$ cat src/rtl/mips_pkg.sv
// Shared definitions for the instruction fetch path: word width, default
// reset fetch address and the fetch FSM state encoding.
package mips_pkg;

  localparam int WORD_W = 32;
  localparam logic [WORD_W-1:0] START_PC_DEF = 32'h8002_0000;
  localparam logic [WORD_W-1:0] WORD_INC = 32'd4;

  typedef enum logic [1:0] {
    S_REQ  = 2'd0,
    S_WAIT = 2'd1,
    S_HOLD = 2'd2
  } fetch_state_t;

  function automatic logic [WORD_W-1:0] word_align(input logic [WORD_W-1:0] a);
    return {a[WORD_W-1:2], 2'b00};
  endfunction

endpackage

$ cat src/rtl/fetch_unit.sv
// Single-outstanding instruction fetch unit with registered output and branch redirect.
// Build option: FETCH_DELAY_SLOT_EN keeps one delay-slot instruction across a redirect.
//
// state  | meaning
// S_REQ  | request fetch_pc when the output register is free or draining
// S_WAIT | one request granted, waiting for im_rvalid
// S_HOLD | instruction captured while stalled, held until stall drops
module fetch_unit
  import mips_pkg::*;
#(
  parameter logic [WORD_W-1:0] START_PC = START_PC_DEF
) (
  input  logic              clock,
  input  logic              reset,
  input  logic              stall,
  input  logic              do_branch,
  input  logic [WORD_W-1:0] pc_effective,
  output logic              im_req,
  output logic [WORD_W-1:0] im_addr,
  input  logic              im_gnt,
  input  logic              im_rvalid,
  input  logic [WORD_W-1:0] im_rdata,
  output logic              insn_valid,
  output logic [WORD_W-1:0] insn_out,
  output logic [WORD_W-1:0] pc_out
);

  fetch_state_t      state, state_nx;
  logic [WORD_W-1:0] fetch_pc;
  logic [WORD_W-1:0] req_pc;
  logic [WORD_W-1:0] target;
  logic              squash;
  logic              squash_set;
  logic              gnt_fire;
  logic              rsp_fire;
  logic              capture;
  logic              consume;
  logic              kill;

  assign target   = word_align(pc_effective);
  assign gnt_fire = im_req & im_gnt;
  assign rsp_fire = (state == S_WAIT) & im_rvalid;
  assign consume  = insn_valid & ~stall;
  assign capture  = rsp_fire & ~squash & ~kill;

`ifdef FETCH_DELAY_SLOT_EN
  logic              redir_pend;
  logic [WORD_W-1:0] redir_pc;

  // The held instruction is the slot; anything requested alongside it is extra.
  assign kill       = 1'b0;
  assign squash_set = do_branch & insn_valid & gnt_fire;
`else
  assign kill       = do_branch;
  assign squash_set = do_branch & (((state == S_WAIT) & ~im_rvalid) | gnt_fire);
`endif

  always_ff @(posedge clock or posedge reset) begin
    if (reset) state <= S_REQ;
    else       state <= state_nx;
  end

  always_comb begin
    state_nx = state;
    case (state)
      S_REQ:   if (gnt_fire) state_nx = S_WAIT;
      S_WAIT:  if (rsp_fire) state_nx = (capture && stall) ? S_HOLD : S_REQ;
      S_HOLD:  if (!stall || kill) state_nx = S_REQ;
      default: state_nx = S_REQ;
    endcase
  end

  always_comb begin
    im_req  = 1'b0;
    im_addr = word_align(fetch_pc);
    if (state == S_REQ && !reset) im_req = ~insn_valid | ~stall;
  end

  always_ff @(posedge clock or posedge reset) begin
    if (reset) begin
      fetch_pc   <= START_PC;
      req_pc     <= START_PC;
      squash     <= 1'b0;
      insn_valid <= 1'b0;
      insn_out   <= '0;
      pc_out     <= '0;
`ifdef FETCH_DELAY_SLOT_EN
      redir_pend <= 1'b0;
      redir_pc   <= START_PC;
`endif
    end else begin
      if (gnt_fire) req_pc <= fetch_pc;

      // Any response ends a squash; a redirect alongside it needs no new squash.
      if (rsp_fire)        squash <= 1'b0;
      else if (squash_set) squash <= 1'b1;

      if (capture) begin
        insn_out   <= im_rdata;
        pc_out     <= req_pc;
        insn_valid <= 1'b1;
      end else if (kill || consume) begin
        insn_valid <= 1'b0;
      end

`ifdef FETCH_DELAY_SLOT_EN
      if (capture) begin
        redir_pend <= 1'b0;
        if (do_branch)       fetch_pc <= target;
        else if (redir_pend) fetch_pc <= redir_pc;
        else                 fetch_pc <= req_pc + WORD_INC;
      end else if (do_branch) begin
        // With nothing held, the next instruction fetched is the slot.
        if (insn_valid) begin
          fetch_pc <= target;
        end else begin
          redir_pend <= 1'b1;
          redir_pc   <= target;
        end
      end
`else
      if (do_branch)    fetch_pc <= target;
      else if (capture) fetch_pc <= req_pc + WORD_INC;
`endif
    end
  end

endmodule

$ cat config.mk
export PLATFORM = sky130hd
export DESIGN_NAME = fetch_unit
export DESIGN_NICKNAME = d
export VERILOG_FILES = /design/src/rtl/mips_pkg.sv /design/src/rtl/fetch_unit.sv
export SDC_FILE = /design/constraint.sdc
export NUM_CORES = 1
export LEC_CHECK = 0
export BUFFER_PORTS_ARGS = -buffer_cell sky130_fd_sc_hd__buf_2
export CAP_MARGIN = 15
export CORE_MARGIN = 4
export CORE_UTILIZATION = 30
export DETAILED_ROUTE_END_ITERATION = 6
export GPL_TIMING_DRIVEN = 0
export PLACE_DENSITY = 0.53
export SLEW_MARGIN = 40
export SYNTH_ARGS = -nofsm -noshare
export SYNTH_HDL_FRONTEND = slang
export SYNTH_SLANG_ARGS = --single-unit
export TNS_END_PERCENT = 10
$ cat constraint.sdc
create_clock -name clock -period 3.66 [get_ports clock]
set_input_delay 0.366 -clock clock [delete_from_list [all_inputs] [get_ports clock]]
set_output_delay 0.366 -clock clock [all_outputs]
set_load 0.005 [all_outputs]
==> flow_metrics.env, run 1 <==
export IMPL_clock_root_buffer="clkbuf_16"
export IMPL_clk_latency_ns=0.42
export IMPL_yosys_warnings=0
export IMPL_placed_cells=1058
export IMPL_crit_buf_inv=3
export IMPL_finalWirelength_um=17600
export IMPL_rr_worst_depth=7
export IMPL_cap_viol_max_count=0
export IMPL_yosys_area_share_simple_pct=22.6
export IMPL_synthCells=623
export IMPL_whs_endpoint="insn_out[11]"
export IMPL_tightest_slew_ns=0.710
export IMPL_swShare_pct=30.1
export IMPL_grt_pass1_vias=4948
export IMPL_drc=0
export IMPL_first_pass_iters=4
export IMPL_grt_use_total_pct=16.0
export IMPL_die_x_um=150
export IMPL_vdd_drop_max_mv=0.301
export IMPL_rsz0062_at_grt="no"
export IMPL_die_y_um=150
export IMPL_crit_slowest_cell="clkbuf_1"
export IMPL_start_util_pct=30.8
export IMPL_path_cells="nand4bb_1, clkbuf_1, or2_1, clkbuf_1, buf_2, nor3_1, nand3b_1"
export IMPL_worstReg2RegStart="state[0]"
export IMPL_wire_per_inst_um=16.1
export IMPL_ios=168
export IMPL_yosysUniqueCellTypes=47
export IMPL_hpwl_um=12900
export IMPL_whs_ns=0.134
export IMPL_seq_area_frac_synth_pct=54.7
export IMPL_reg2reg_slack_ns=1.32
export IMPL_finalClockSkew_ns=0.00723
export IMPL_power_density_nw_per_um2=680
export IMPL_p_sw_mw=1.64
export IMPL_design_die_area_sq_um=22500
export IMPL_clock_sinks=132
export IMPL_startpoint_type="flip-flop"
export IMPL_synth_compound_area_share_pct=5.11
export IMPL_synthMuxAreaShare_pct=7.29
export IMPL_cp_arrival_ns=2.64
export IMPL_fillerInstances=2056
export IMPL_critPathMaxStageDelay_ns=0.44
export IMPL_cts_resized=0
export IMPL_worst_path_stages=7
export IMPL_gp_congestion=0.754
export IMPL_synth_edff_count=0
export IMPL_period_needed_ns=2.34
export IMPL_hold_depth=3
export IMPL_outcome="complete, no violations"
export IMPL_r2r_end="fetch_pc[27]"
export IMPL_slew_limit_headroom_pct=52.7
export IMPL_layout_drive_gt1_share_pct=35.0
export IMPL_p_clk_share_pct=33.6
export IMPL_drtIter0Drc=183
export IMPL_grt_max_degree=24
export IMPL_area_growth_pct=32.3
export IMPL_post_cts_setup_buffer_count=0
export IMPL_finalHoldViolations=0
export IMPL_antennaDiodeCount=0
export IMPL_p_comb_share_pct=23.5
export IMPL_cts_buffers=17
export IMPL_drv_slew=0
export IMPL_rows=51
export IMPL_path_common_cell="clkbuf_1"
export IMPL_cp_end_kind="flip-flop"
export IMPL_ys_ff_latch=132
export IMPL_antenna_found_initial=1
export IMPL_core_sq_um=19700
export IMPL_syn_area_sq_um=6040
export IMPL_path_clk_slew_ns=0.06
export IMPL_min_from="im_rdata[11]"
export IMPL_cp_top_family="buffers and inverters"
export IMPL_setup_violations=0
export IMPL_io_buffers=163
export IMPL_finalSetupTns_ns=0
export IMPL_postLayoutCoreUtil_pct=40.7
export IMPL_grt_pass1_wl_um=27500
export IMPL_via_per_inst=4.50
export IMPL_cp_required_ns=3.96
export IMPL_fmax_mhz=428
export IMPL_ys_async_sr_fraction_pct=100
export IMPL_intPower_mw=3.80
export IMPL_syn_avg_cell_area_sq_um=9.70
export IMPL_hold_buffers=1
export IMPL_synthAdderAreaFrac_pct=0.207
export IMPL_synth_top_family_by_area="simple AND/OR/NAND/NOR gates"
export IMPL_critPathKind="flip-flop to flip-flop"
export IMPL_fin_crit_sh_pct=63.9
export IMPL_yosys_most_used_dff="dfrtp_1"
export IMPL_cts_tree="built"
export IMPL_fin_nets=884
export IMPL_leakagePower_nw=4.08
export IMPL_fin_cells=1091
export IMPL_vias=4907
export IMPL_hp_class="input port to flip-flop"
export IMPL_grt_ovfl_total=0
export IMPL_seq_power_share_pct=42.8
export IMPL_cts_max_level=4
export IMPL_ant_nets=0
export IMPL_clk_path_buf_depth=2
export IMPL_crit_fanout=10
export IMPL_synth_xor_xnor_area_share_pct=3.62
==> state kept, by name (all words and copies together), names as in the netlist <==
register    cells
fetch_pc       32
squash          1
pc_out         32
insn_out       32
state           2
req_pc         32
insn_valid      1
==> area by class of cell <==
type | instances | area [sq um] | area share [%]
flip-flops and latches | 132 | 3310 | 41.4
multi-input cells | 426 | 2350 | 29.4
repair buffers | 170 | 983 | 12.3
clock buffers | 23 | 478 | 5.98
plain buffers | 63 | 377 | 4.71
well taps | 265 | 332 | 4.15
clock inverters | 9 | 150 | 1.88
inverters | 3 | 15.0 | 0.188
==> worst max path at each step <==
stage          startpoint           end
2_1_floorplan       reset   fetch_pc[0]
3_3_place_gp        reset  insn_out[26]
3_5_place_dp    im_rvalid  fetch_pc[27]
4_1_cts          state[0]  fetch_pc[27]
5_1_grt          state[0]  fetch_pc[27]
6_report         state[0]  fetch_pc[27]
==> Yosys cell counts, types with 2 or more instances <==
master / number / share of area (%)
nand2_1: 239 / 15
buf_1: 5 / 0.31
o21ai_0: 12 / 0.99
xnor2_1: 8 / 1.2
dfstp_2: 4 / 1.7
buf_2: 10 / 0.83
xor2_1: 17 / 2.5
o221ai_1: 10 / 1.4
inv_1: 3 / 0.19
mux2i_1: 8 / 1.3
nand3_1: 12 / 0.99
or3_1: 2 / 0.21
dfrtp_1: 128 / 53
nor3b_1: 3 / 0.37
a31oi_1: 2 / 0.21
nor2_1: 15 / 0.93
nand4_1: 7 / 0.72
nor4_1: 2 / 0.21
o21ai_1: 8 / 0.66
a21oi_1: 14 / 1.2
nor3_1: 5 / 0.41
buf_4: 32 / 4.0
nor4_2: 2 / 0.41
and3_1: 6 / 0.62
clkbuf_1: 15 / 0.93
nand3_2: 2 / 0.33
mux2_2: 32 / 6.0
==> metal layers <==
| layer | track usage [%] | share of wire, % | up-vias | routed length [um] |
|---|---|---|---|---|
| met5 | 0 | 0.074 | - | 13 |
| met3 | 3.21 | 4.5 | 18 | 796 |
| met4 | 5.08 | 1.2 | 2 | 218 |
| li1 | - | - | 2399 | - |
| met1 | 21.6 | 46 | 2381 | 8120 |
| met2 | 26.0 | 48 | 107 | 8440 |
==> worst min-delay path: cells and delay by family <==
family                 cells  cell delay, ns
buffers and inverters      1            0.07
AND/OR/NAND/NOR            2            0.08
==> cell usage in the layout, fill, tap and decap left out, types with 2 or more instances in the layout <==
cell,count
buf_4,32
xnor2_1,8
clkbuf_16,17
o21ai_1,8
mux2_2,32
a31oi_1,2
buf_1,5
nand3_2,2
nor4_2,2
buf_16,5
clkinv_2,3
nand2_1,239
bufinv_16,4
nand3_1,12
dfrtp_1,128
mux2i_1,8
buf_2,173
dfstp_2,4
or3_1,2
a21oi_1,14
nand4_1,7
clkbuf_8,3
o221ai_1,10
conb_1,2
nor2_1,15
xor2_1,17
clkbuf_1,18
nor4_1,2
o21ai_0,12
inv_1,2
and3_1,6
nor3b_1,3
nor3_1,5
clkinvlp_4,3
==> stage by stage <==
stage / power, mW / worst slack (ns) / area [sq um]
CTS: 5.53 / 1.28 / 8000
global placement: 3.62 / 0.591 / 7200
floorplan: 2.98 / 1.66 / 6050
detailed placement: 3.66 / 1.25 / 7360
finish: 5.44 / 1.32 / 8000
global route: 5.80 / 1.16 / 8000
==> logic make-up (layout without fill, tap and decap cells) <==
kind of cell	Yosys count	in the layout
other	1	2
DFF	132	132
and+or+nand+nor	308	308
muxes	40	40
xor gates and xnor gates	25	25
adders and majority gates	1	1
buffers and inverters	66	268
AOI/OAI and AO/OA	50	50
==> power by group through the flow <==
stage | Clock (mW) | Combinational, mW | Sequential [mW]
after floorplan | 0 | 0.665 | 2.32
after global placement | 0 | 1.27 | 2.35
after detailed placement | 0 | 1.31 | 2.35
after CTS | 1.88 | 1.32 | 2.33
after global routing | 1.94 | 1.46 | 2.41
final | 1.83 | 1.28 | 2.33
(Power assumes the default switching activity.)
==> run 2: changes to the inputs <==
Clock period 3.66 ns to 2 ns, I/O delays scaled along.
==> run 2 against run 1 <==
Against the previous run: utilization is 2.9 points higher; via count rose by 3.9%; sequential share of layout area is 2.7 points lower; hold slack worse by 0.12 ns; critical endpoint is now fetch_pc[10]; cell area is 7.0% higher.
==> flow_metrics.env, run 2 (synthesis results as in run 1) <==
export IMPL_outcome="complete, no violations"
export IMPL_design_area_sq_um=8560
export IMPL_via_per_inst=4.47
export IMPL_fillerInstances=1991
export IMPL_finalClockSkew_ns=0.00716
export IMPL_grt_ovfl_total=0
export IMPL_final_cell_mix="nand2_1, buf_2, dfrtp_1"
export IMPL_placed_cells=1058
export IMPL_crit_fanout=10
export IMPL_path_clk_slew_ns=0.06
export IMPL_clock_sinks=132
export IMPL_layout_drive_gt1_share_pct=35.0
export IMPL_swShare_pct=30.1
export IMPL_vdd_drop_max_mv=0.551
export IMPL_grt_pass1_wl_um=28800
export IMPL_drv_slew=0
export IMPL_io_buffers=163
export IMPL_finalHoldViolations=0
export IMPL_grt_max_degree=24
export IMPL_start_util_pct=30.8
export IMPL_clk_latency_ns=0.42
export IMPL_seq_power_share_pct=42.5
export IMPL_finalWirelength_um=18200
export IMPL_final_common_cell="nand2_1"
export IMPL_wire_per_inst_um=15.9
export IMPL_cp_required_ns=2.29
export IMPL_clock_root_buffer="clkbuf_16"
export IMPL_cp_arrival_ns=2.21
export IMPL_worst_slack_ns=0.0761
export IMPL_cts_tree="built"
export IMPL_first_pass_iters=4
export IMPL_p_clk_share_pct=33.2
export IMPL_drtIter0Drc=183
export IMPL_tightest_slew_ns=0.718
export IMPL_p_total_mw=10.1
export IMPL_p_sw_mw=3.03
export IMPL_seqCellArea_sq_um=3310
export IMPL_die_x_um=150
export IMPL_cap_viol_max_count=0
export IMPL_ios=168
export IMPL_multi_input_area_sq_um=2400
export IMPL_fin_nets=933
export IMPL_antenna_found_initial=1
export IMPL_antennaDiodeCount=0
export IMPL_design_die_area_sq_um=22500
export IMPL_fmax_mhz=520
export IMPL_cts_max_level=4
export IMPL_grt_pass1_vias=5265
export IMPL_hpwl_um=12900
export IMPL_placed_cell_area_sq_um=7360
export IMPL_drc=0
export IMPL_leakagePower_nw=4.34
export IMPL_gp_congestion=0.754
export IMPL_setup_violations=0
export IMPL_vias=5100
export IMPL_pre_cts_ws_ns=-0.368
export IMPL_slew_limit_headroom_pct=52.1
export IMPL_power_density_nw_per_um2=1180
export IMPL_area_growth_pct=41.5
export IMPL_fin_crit_sh_pct=96.2
export IMPL_cts_buffers=17
export IMPL_reg2reg_slack_ns=0.08
export IMPL_ant_nets=0
export IMPL_grt_use_total_pct=16.7
export IMPL_startpoint_type="flip-flop"
export IMPL_cp_end_kind="flip-flop"
export IMPL_die_y_um=150
export IMPL_intPower_mw=7.04
export IMPL_hp_class="input port to flip-flop"
export IMPL_p_comb_share_pct=24.3
export IMPL_clk_path_buf_depth=2
export IMPL_rsz0062_at_grt="yes"
export IMPL_period_needed_ns=1.92
export IMPL_core_sq_um=19700
export IMPL_fin_cells=1140
export IMPL_critPathKind="flip-flop to flip-flop"
export IMPL_rows=51
run 2: layer usage:
metal	up-vias	track usage [%]	part of all wire [%]
met5	-	0	0.072
met2	103	27.5	49
met1	2477	22.2	46
met4	2	5.08	1.3
li1	2499	-	-
met3	19	3.24	4.0
run 2: final cells by class:
type,instances,area share (%)
repair buffers,220,17.3
inverters,3,0.175
plain buffers,62,4.61
flip-flops and latches,132,38.7
well taps,265,3.88
multi-input cells,426,28.0
clock inverters,9,1.75
clock buffers,23,5.59
run 2: worst max-delay path, cell delays in order (launching register included):
cell and delay (ns):
dfrtp_1 0.42, nand2b_1 0.22, nor3b_4 0.44, clkbuf_4 0.36, mux2i_1 0.26, o21ai_1 0.08
run 2: timing repair:
action,in CTS,in global routing
pin swaps,1,1
endpoints found under the hold margin,61,0
endpoints found under the setup margin,115,97
hold buffers,49,0
buffers inserted,1,1
gates resized for setup,15,11
run 2: power groups by stage:
stage,clock (mW),combinational (mW),sequential [mW]
finish,3.34,2.45,4.28
global route,3.55,2.78,4.42
CTS,3.43,2.49,4.27
detailed placement,0,2.40,4.30
global placement,0,2.32,4.30
floorplan,0,1.22,4.24
run 2: path summary, 6_finish.rpt:
kind	from	end	cells past startpoint
min in group asynchronous	reset	insn_valid	3
hold / removal	pc_effective[25]	fetch_pc[25]	3
max in group asynchronous	reset	req_pc[31]	5
hold reg to reg	pc_out[28]	pc_out[28]	2
setup reg to reg	state[1]	fetch_pc[10]	5
setup / recovery	state[1]	fetch_pc[10]	5
run 2: per-stage QoR:
stage | util [%] | TNS, ns | hold WS, ns
2_1_floorplan | - | 0 | 0.305
3_3_place_gp | 36.6 | -134.46 | 0.391
3_5_place_dp | 37.4 | -20.52 | 0.285
4_1_cts | 43.3 | 0 | 0.00344
5_1_grt | 43.5 | -0.0175 | 0.00994
6_report | 43.5 | 0 | 0.0148
==> run 3: changes to the inputs <==
Settings changed: CTS_BUF_LIST from default to sky130_fd_sc_hd__clkbuf_2, HOLD_SLACK_MARGIN from default to 0.06.
==> run 3 against run 2 <==
Against the previous run: critical path depth is 3 lower; sequential share of layout area up 0.77 points; combinational power is essentially flat; hold slack better by 0.19 ns; fmax decreased by 0.54%; setup slack lost 0.010 ns; first-iteration DRC count rose by 2.2%; critical path type is now flip-flop to output port; critical endpoint is now im_req; highest routed layer is now met4.
==> flow_metrics.env, run 3 (synthesis results as in run 1) <==
export IMPL_vias=5213
export IMPL_clock_root_buffer="clkbuf_2"
export IMPL_crit_fanout=3
export IMPL_core_sq_um=19700
export IMPL_die_y_um=150
export IMPL_setup_violations=0
export IMPL_cp_required_ns=1.80
export IMPL_tightest_slew_ns=0.704
export IMPL_outcome="complete, no violations"
export IMPL_grt_max_degree=24
export IMPL_cp_top_family="flip-flops"
export IMPL_fin_crit_sh_pct=96.7
export IMPL_finalHoldViolations=0
export IMPL_rows=51
export IMPL_final_common_cell="nand2_1"
export IMPL_vdd_drop_max_mv=0.358
export IMPL_fmax_mhz=517
export IMPL_first_pass_iters=4
export IMPL_clk_path_buf_depth=2
export IMPL_crit_buf_inv=1
export IMPL_seqCellArea_sq_um=3310
export IMPL_p_total_mw=8.55
export IMPL_gp_congestion=0.754
export IMPL_drtIter0Drc=187
export IMPL_antenna_found_initial=1
export IMPL_crit_slowest_cell="dfrtp_1"
export IMPL_leakagePower_nw=4.27
export IMPL_hpwl_um=12900
export IMPL_clk_latency_ns=0.70
export IMPL_grt_pass1_wl_um=29000
export IMPL_clock_sinks=132
export IMPL_cp_end_kind="output port"
export IMPL_layout_drive_gt1_share_pct=34.4
export IMPL_die_x_um=150
export IMPL_cts_max_level=4
export IMPL_path_clk_slew_ns=0.21
export IMPL_cp_arrival_ns=1.73
export IMPL_via_per_inst=4.49
export IMPL_multi_input_area_sq_um=2390
export IMPL_drv_slew=0
export IMPL_grt_ovfl_total=0
export IMPL_ant_nets=0
export IMPL_grt_pass1_vias=5391
export IMPL_start_util_pct=30.8
export IMPL_finalClockSkew_ns=0.0361
export IMPL_cap_viol_max_count=0
export IMPL_fillerInstances=2011
export IMPL_slew_limit_headroom_pct=53.0
export IMPL_hp_class="input port to asynchronous set/reset pin"
export IMPL_io_buffers=163
export IMPL_critPathKind="flip-flop to output port"
export IMPL_cts_buffers=17
export IMPL_finalWirelength_um=18400
export IMPL_drc=0
export IMPL_startpoint_type="flip-flop"
export IMPL_rsz0062_at_grt="yes"
export IMPL_ios=168
export IMPL_fin_nets=954
export IMPL_critPathMaxStageDelay_ns=0.47
export IMPL_period_needed_ns=1.93
export IMPL_wire_per_inst_um=15.8
export IMPL_power_density_nw_per_um2=1020
export IMPL_grt_use_total_pct=16.8
export IMPL_area_growth_pct=38.9
export IMPL_final_cell_mix="nand2_1, buf_2, dfrtp_1"
export IMPL_design_die_area_sq_um=22500
export IMPL_finalSetupTns_ns=0
export IMPL_cts_tree="built"
export IMPL_path_cells="a2111oi_4, buf_2"
run 3: layer usage:
| metal | vias to the layer above | global-route usage [%] | routed length (um) |
|---|---|---|---|
| met3 | 18 | 3.39 | 787 |
| met5 | - | 0 | 0 |
| met4 | 0 | 5.22 | 289 |
| met2 | 121 | 27.7 | 8790 |
| li1 | 2539 | - | - |
| met1 | 2535 | 22.2 | 8530 |
run 3: layout make-up:
class	instances	area share, %
inverters	3	0.179
plain buffers	62	4.69
multi-input cells	426	28.5
well taps	265	3.95
clock inverters	12	1.92
clock buffers	20	1.19
diodes	1	0.0298
flip-flops and latches	132	39.4
repair buffers	241	20.1
run 3: report_power, final:
group	leakage [nW]	switching, mW	internal (mW)
Combinational	2.47	1.16	1.32
Sequential	1.65	0.707	3.55
Clock	0.156	1.00	0.818
run 3: timing repair:
| item | 4_1_cts | 5_1_grt |
|---|---|---|
| gates resized for setup | 16 | 10 |
| buffers inserted | 1 | 2 |
| endpoints found under the hold margin | 198 | 0 |
| hold buffers | 69 | 0 |
| cloned | 0 | 0 |
| pin swaps | 2 | 1 |
| endpoints found under the setup margin | 117 | 46 |
run 3: through the flow:
stage               hold slack [ns]  utilization [%]  setup slack [ns]  area [sq um]  cells
floorplan                     0.305                -             0.166          6050    624
global placement              0.391             36.6            -0.903          7200   1052
detailed placement            0.285             37.4            -0.368          7360   1058
CTS                          0.0963             42.5           -0.0253          8360   1159
global route                  0.117             42.7           -0.0520          8400   1162
finish                        0.201             42.7            0.0657          8400   1162
run 3: worst register-to-register path, stage by stage, from the launching register on:
cell       delay [ns]
dfrtp_1          0.47
a2111oi_4        0.38
nand2_2          0.25
clkbuf_1         0.37
mux2_2           0.37
run 3: worst paths after layout:
path	start	cells past startpoint	to	slack [ns]
setup / recovery	insn_valid	2	im_req	0.07
hold / removal	reset	4	req_pc[27]	0.20
hold reg to reg	insn_out[4]	2	insn_out[4]	0.49
setup reg to reg	insn_valid	4	req_pc[0]	0.07
min in group clock	im_rdata[16]	4	insn_out[16]	0.20
max in group asynchronous	reset	4	req_pc[5]	0.65
